`config.mk`:
```
export PLATFORM = sky130hd
export DESIGN_NAME = adc_mem_reader
export DESIGN_NICKNAME = d
export VERILOG_FILES = /design/src/rtl/adc_mem_reader.sv
export SDC_FILE = /design/constraint.sdc
export NUM_CORES = 1
export LEC_CHECK = 0
export BUFFER_PORTS_ARGS = -buffer_cell sky130_fd_sc_hd__buf_2
export CORE_MARGIN = 10
export CORE_UTILIZATION = 52
export DETAILED_ROUTE_END_ITERATION = 8
export PLACE_DENSITY_LB_ADDON = 0.2
export SLEW_MARGIN = 20
export SYNTH_ARGS = -nofsm -noshare
export SYNTH_HDL_FRONTEND = slang
export SYNTH_SLANG_ARGS = --single-unit
```
`constraint.sdc`:
```
create_clock -name sys_clk -period 2.1 [get_ports sys_clk]
set_input_delay 0.42 -clock sys_clk [delete_from_list [all_inputs] [get_ports sys_clk]]
set_output_delay 0.42 -clock sys_clk [all_outputs]
set_load 0.005 [all_outputs]
```
`src/rtl/adc_mem_reader.sv`:
```
// Read-back engine for the ADC window of the shared DPRAM: issues sequential reads,
// buffers returns in a small prefetch FIFO and streams samples out on valid/ready.
module adc_mem_reader #(
  parameter int unsigned          ADDR_BITS  = 13,
  parameter logic [ADDR_BITS-1:0] ADDR_START = 13'h800,
  parameter logic [ADDR_BITS-1:0] ADDR_SPAN  = 13'h1000,
  parameter int unsigned          FIFO_DEPTH = 4
) (
  input  logic                 sys_clk,
  input  logic                 sys_rst,
  input  logic                 csr_start_i,
  output logic                 csr_done_o,
  output logic                 csr_busy_o,
  output logic                 rd_en_o,
  output logic [ADDR_BITS-1:0] rd_addr_o,
  input  logic [31:0]          rd_data_i,
  output logic [31:0]          m_data_o,
  output logic                 m_valid_o,
  input  logic                 m_ready_i,
  output logic                 m_last_o
);

  localparam int unsigned    PTR_W     = $clog2(FIFO_DEPTH);
  localparam int unsigned    CNT_W     = ADDR_BITS + 1;
  localparam int unsigned    OCC_W     = PTR_W + 2;
  localparam logic [CNT_W-1:0] SPAN_CNT = CNT_W'(ADDR_SPAN);
  localparam logic [CNT_W-1:0] LAST_IDX = SPAN_CNT - CNT_W'(1);
  // Leaves room for one new read plus one already in flight without overflowing.
  localparam logic [OCC_W-1:0] ISSUE_MAX = OCC_W'(FIFO_DEPTH - 2);

  typedef enum logic [1:0] {
    S_IDLE,
    S_RUNNING,
    S_DONE
  } state_t;

  typedef struct packed {
    logic        last;
    logic [31:0] data;
  } fifo_entry_t;

  state_t      state;
  logic [CNT_W-1:0] issued;
  logic        inflight;
  logic        inflight_last;
  logic [PTR_W-1:0] wr_ptr;
  logic [PTR_W-1:0] rd_ptr;
  logic [PTR_W:0]   fifo_count;
  fifo_entry_t fifo_mem [FIFO_DEPTH];
  fifo_entry_t head;

  logic [OCC_W-1:0] occ_sum;
  logic        issue_last;
  logic        push;
  logic        pop;

  // Issue decision uses registered state only, so backpressure never reaches rd_en_o combinationally.
  assign occ_sum    = OCC_W'(fifo_count) + OCC_W'(inflight);
  assign rd_en_o    = (state == S_RUNNING) && (issued < SPAN_CNT) && (occ_sum <= ISSUE_MAX);
  assign issue_last = (issued == LAST_IDX);
  assign push       = inflight;
  assign m_valid_o  = (fifo_count != '0);
  assign pop        = m_valid_o && m_ready_i;

  // NOTE: every registered signal uses <= so all flops update from the same pre-edge values.
  always_ff @(posedge sys_clk) begin
    if (sys_rst) begin
      state         <= S_IDLE;
      csr_done_o    <= 1'b0;
      csr_busy_o    <= 1'b0;
      rd_addr_o     <= ADDR_START;
      issued        <= '0;
      inflight      <= 1'b0;
      inflight_last <= 1'b0;
      wr_ptr        <= '0;
      rd_ptr        <= '0;
      fifo_count    <= '0;
    end else begin
      inflight      <= rd_en_o;
      inflight_last <= rd_en_o && issue_last;

      if (rd_en_o) begin
        issued <= issued + CNT_W'(1);
        if (!issue_last) begin
          rd_addr_o <= rd_addr_o + ADDR_BITS'(1);
        end
      end

      if (push) begin
        wr_ptr <= wr_ptr + PTR_W'(1);
      end
      if (pop) begin
        rd_ptr <= rd_ptr + PTR_W'(1);
      end
      case ({push, pop})
        2'b10:   fifo_count <= fifo_count + (PTR_W+1)'(1);
        2'b01:   fifo_count <= fifo_count - (PTR_W+1)'(1);
        default: fifo_count <= fifo_count;
      endcase

      case (state)
        S_IDLE: begin
          if (csr_start_i) begin
            state      <= S_RUNNING;
            csr_busy_o <= 1'b1;
            csr_done_o <= 1'b0;
            rd_addr_o  <= ADDR_START;
            issued     <= '0;
          end
        end
        S_RUNNING: begin
          // A dropped start request is ignored; only the final transfer ends the run.
          if (pop && m_last_o) begin
            state      <= S_DONE;
            csr_busy_o <= 1'b0;
            csr_done_o <= 1'b1;
          end
        end
        S_DONE: begin
          if (!csr_start_i) begin
            state <= S_IDLE;
          end
        end
        default: state <= S_IDLE;
      endcase
    end
  end

  // NOTE: FIFO storage is not reset; the cleared count/pointers make stale entries invisible.
  always_ff @(posedge sys_clk) begin
    if (push) begin
      fifo_mem[wr_ptr] <= '{last: inflight_last, data: rd_data_i};
    end
  end

  // NOTE: outputs get a default before the conditional so no latch is inferred.
  always_comb begin
    head     = fifo_mem[rd_ptr];
    m_data_o = '0;
    m_last_o = 1'b0;
    if (m_valid_o) begin
      m_data_o = head.data;
      m_last_o = head.last;
    end
  end

endmodule

```
==> results.txt <==
The worst clock skew is 0.0140 ns. The post-synthesis area per instance is 16.0 um^2. The count of max-cap constraint violations came out at 0. The final reports fail on setup timing. The worst path arrival time came out at 1.85 ns.

The required time reported for the critical path endpoint is 1.68 ns. The routed layout has 4036 vias. The XOR/XNOR share of the synthesized area is 2.51%. The number of vias per cell came out at 5.49. The fraction of the yosys area taken by sequential cells is 68.8%.

From left edge to right edge, the die measures 136 um. The flow ran to the end, but the final reports show violations. The clock insertion delay at the later pin of the skew report is 0.42 ns.

The largest voltage drop on the vdd net came out at 0.456 mV. The mux contribution to synthesized area is 10.9%. The static leakage is 3.07 nW.

The total power divided by cell area came out at 1090 mW/mm^2. The CTS tree is built. 86 I/O pins were placed. Timing analysis after detailed placement gives a worst setup slack of 0.00117 ns. After synthesis, the most frequently instantiated cells are sky130_fd_sc_hd__edfxtp_1, sky130_fd_sc_hd__dfxtp_1, sky130_fd_sc_hd__and2_1.

After synthesis, the largest family of logic cells by area is simple AND/OR/NAND/NOR gates. The element type at the critical path end is a primary output. The final antenna-violating net count came out at 0. The critical setup path kind is reg2out. In this run, synthesis inferred 132 flip-flops with an integrated enable. The share of synthesized area in the top cell type comes to 56.8%. The number of buffers on the longest clock path came out at 2. The wire length per cell after detailed routing came out at 18.5 um. The dominant cell by count in the synthesized netlist is sky130_fd_sc_hd__edfxtp_1. The signal on the critical path passes through buf_6 > buf_16 > mux4_2 > and2_1 > buf_2. The most instantiated flip-flop cell in the synthesis netlist is sky130_fd_sc_hd__edfxtp_1.

The final critical-path share of the clock period came out at 108%. The die span in y is 136 um. For this design, the CTS-stage hold fixing added 0 buffers. The row count is 42.

The number of antenna violations at the first check in global routing came out at 0. Among cell families on the critical path, the largest total delay comes from multiplexers. The congestion estimate from routability-driven global placement came to 0.823. The flip-flop and latch count after synthesis is 174. The slack of the worst reg-to-reg path is 0.10 ns.

The total length of routed wires is 13.6 mm. The maximum number of pins on one net before global-route repair is 35. The largest driver fanout on the critical path came out at 6. The post-synthesis net count came out at 482.

The die covers 0.0185 mm^2. The number of standard cells after synthesis is 436. The total DRC errors in the routed layout came out at 0. The area fraction in compound gates after synthesis is 2.35%. CTS placed an instance of sky130_fd_sc_hd__clkbuf_16 at the clock tree root. The signed area change from the synthesized netlist to the final layout is 25.1%.

Ranked by total cell area, the synthesized netlist is headed by sky130_fd_sc_hd__edfxtp_1, sky130_fd_sc_hd__dfxtp_1, sky130_fd_sc_hd__mux4_2. The antenna cell count came out at 0. Setup repair after global routing could not meet its margin everywhere. The warning count from the yosys run came out at 0. The setup slack of the critical path after layout is -0.169 ns. The completed layout was analyzed and its total power is 9.49 mW. The share of synthesized registers carrying an async set or reset came out at 0%. Global routing used 15.1% of the available tracks across all layers. The delay of the slowest cell on the worst path is 0.50 ns. The unique cell type count in the Yosys netlist came out at 46. After floorplanning, the core was sized to cover 0.0132 mm^2. Among all stages on the critical path, the largest delay is contributed by sky130_fd_sc_hd__mux4_2. Cells with a size suffix above 1 make up 39.4% of the layout. The worst-case headroom to the max-slew limit came out at 40.4%. The buffer and inverter count on the worst path is 3. The global-route wire length before repair came out at 21.4 mm. For this run, the detailed router's first-pass iteration total came to 4. The number of CTS-inserted buffers is 17. The transition at the pin with the smallest max-transition slack is 0.893 ns.

The final layout contains 592 nets. The final global-route overflow total is 0. The synthesized netlist devotes 1.90% of its cell area to adder and majority cells. The number of setup violations in the final report is 34. The half-perimeter wire length after detailed placement came out at 8.77 mm.

The final hold violation count is 0. The number of violations reported at the end of detailed-routing iteration 0 came out at 221. The H-tree was split into 4 levels. Subtracting the final worst setup slack from the clock period gives 2.27 ns.

The starting utilization of the core area came out at 52.9%. After clock tree synthesis, the clock-pin slew on the worst setup and hold paths is 0.06 ns. The number of global-route vias before repair came out at 4186. Of all cell types, the one taking the most synthesized area is sky130_fd_sc_hd__edfxtp_1. The tree built by TritonCTS fans out to 174 sinks. The cell area that synthesis handed to floorplanning was 0.00698 mm^2. The worst setup path is launched from a flip-flop. Timing would allow up to 0.441 GHz. The synthesized-area fraction occupied by and/or/nand/nor cells came out at 11.8%.

The count of port buffers added during placement came out at 85. The worst hold path belongs to the class in2reg. The max-slew violation count was 0.
stage by stage:
stage / cells / hold WS, ns / area [um^2] / TNS, ns / utilization, %
floorplan: 436 / 0.438 / 6990 / 0 / -
global placement: 695 / 0.453 / 7730 / 0 / 58.6
detailed placement: 695 / 0.468 / 7730 / 0 / 58.6
CTS: 735 / 0.187 / 8660 / -5.61 / 65.7
global route: 735 / 0.200 / 8730 / -6.77 / 66.2
finish: 735 / 0.206 / 8730 / -4.49 / 66.2
flip-flops by register name, summed over array words and instances, names as in the netlist, named ones only:
| register | flops |
|---|---|
| rd_ptr | 2 |
| csr_done_o | 1 |
| rd_addr_o | 13 |
| csr_busy_o | 1 |
| issued | 14 |
| inflight | 1 |
| inflight_last | 1 |
| fifo_count | 3 |
| fifo_mem | 132 |
| wr_ptr | 2 |
| state | 2 |
kinds of logic (layout without fill, tap and decap cells):
logic type / after synthesis / count (layout)
flops: 174 / 174
buf+inv: 28 / 151
compound gates: 28 / 28
xor+xnor: 20 / 20
simple gates: 141 / 141
mux: 35 / 35
fa+ha+maj: 10 / 10
cells in the final DEF, fill, tap and decap left out, types with 2 or more instances in the layout:
cell type / instances
sky130_fd_sc_hd__a21oi_2: 3
sky130_fd_sc_hd__mux2i_1: 2
sky130_fd_sc_hd__clkinvlp_4: 3
sky130_fd_sc_hd__a31oi_1: 3
sky130_fd_sc_hd__or3_1: 5
sky130_fd_sc_hd__dfxtp_1: 37
sky130_fd_sc_hd__clkinv_2: 4
sky130_fd_sc_hd__nand4b_1: 2
sky130_fd_sc_hd__dfxtp_4: 2
sky130_fd_sc_hd__edfxtp_1: 132
sky130_fd_sc_hd__o21ai_0: 3
sky130_fd_sc_hd__and3_1: 6
sky130_fd_sc_hd__clkbuf_8: 2
sky130_fd_sc_hd__nand3_1: 9
sky130_fd_sc_hd__clkbuf_16: 17
sky130_fd_sc_hd__a21oi_1: 10
sky130_fd_sc_hd__buf_2: 65
sky130_fd_sc_hd__nand4_2: 2
sky130_fd_sc_hd__buf_16: 3
sky130_fd_sc_hd__nand2_1: 10
sky130_fd_sc_hd__nor3_1: 4
sky130_fd_sc_hd__nor2_1: 34
sky130_fd_sc_hd__buf_12: 4
sky130_fd_sc_hd__dfxtp_2: 3
sky130_fd_sc_hd__buf_6: 25
sky130_fd_sc_hd__and2_2: 4
sky130_fd_sc_hd__inv_1: 8
sky130_fd_sc_hd__and2_4: 20
sky130_fd_sc_hd__nor4_1: 8
sky130_fd_sc_hd__nor4b_1: 2
sky130_fd_sc_hd__and2_1: 16
sky130_fd_sc_hd__xor2_1: 6
sky130_fd_sc_hd__ha_1: 8
sky130_fd_sc_hd__xnor2_1: 14
sky130_fd_sc_hd__buf_4: 13
sky130_fd_sc_hd__nand4_1: 4
sky130_fd_sc_hd__o21ai_1: 5
sky130_fd_sc_hd__mux4_2: 33
sky130_fd_sc_hd__bufinv_16: 4
timing repair:
| action | in CTS | in global routing |
|---|---|---|
| gates cloned | 4 | 0 |
| setup endpoints to repair | 36 | 43 |
| setup buffers | 6 | 2 |
| gates resized for setup | 45 | 24 |
| pin swaps | 1 | 2 |
routing by layer:
layer | GRT usage [%] | up-vias | wire length [um]
met5 | 0 | - | 0
met4 | 6.63 | 0 | 178
met3 | 3.80 | 14 | 660
met2 | 24.1 | 91 | 6820
met1 | 19.3 | 2056 | 5910
li1 | - | 1875 | -
cell type report:
cell class                      instances  area [um^2]
Clock buffer                           20          457
Timing Repair Buffer                  111          882
Tap cell                              176          220
Clock inverter                         12          166
Fill cell                             923         4460
Multi-Input combinational cell        234         2160
Inverter                                8         30.0
Sequential cell                       174         4820
worst reg2reg max path: stages, from the launching register on:
cell and delay (ns):
sky130_fd_sc_hd__dfxtp_2 0.40, sky130_fd_sc_hd__or3_1 0.16, sky130_fd_sc_hd__and2_1 0.15, sky130_fd_sc_hd__ha_1 0.18, sky130_fd_sc_hd__inv_1 0.06, sky130_fd_sc_hd__fa_1 0.37, sky130_fd_sc_hd__xor2_1 0.16, sky130_fd_sc_hd__or3_1 0.30
sky130_fd_sc_hd__a21oi_1 0.14
where the power goes:
| part | internal, mW | switching, mW |
|---|---|---|
| logic | 1.36 | 0.965 |
| registers | 3.84 | 0.0809 |
| clock network | 2.04 | 1.21 |
final timing paths:
check | cells past startpoint | start | to
min | 1 | rd_data_i[27] | fifo_mem[0][27]$_DFFE_PP_
max reg2reg | 8 | fifo_count[1]$_SDFFE_PP0P_ | fifo_count[2]$_SDFFE_PP0P_
max | 5 | flip-flop | m_data_o[21]
min reg2reg | 2 | csr_done_o$_SDFFE_PP0P_ | csr_done_o$_SDFFE_PP0P_
No activity file was read; power rests on OpenSTA's default activity.
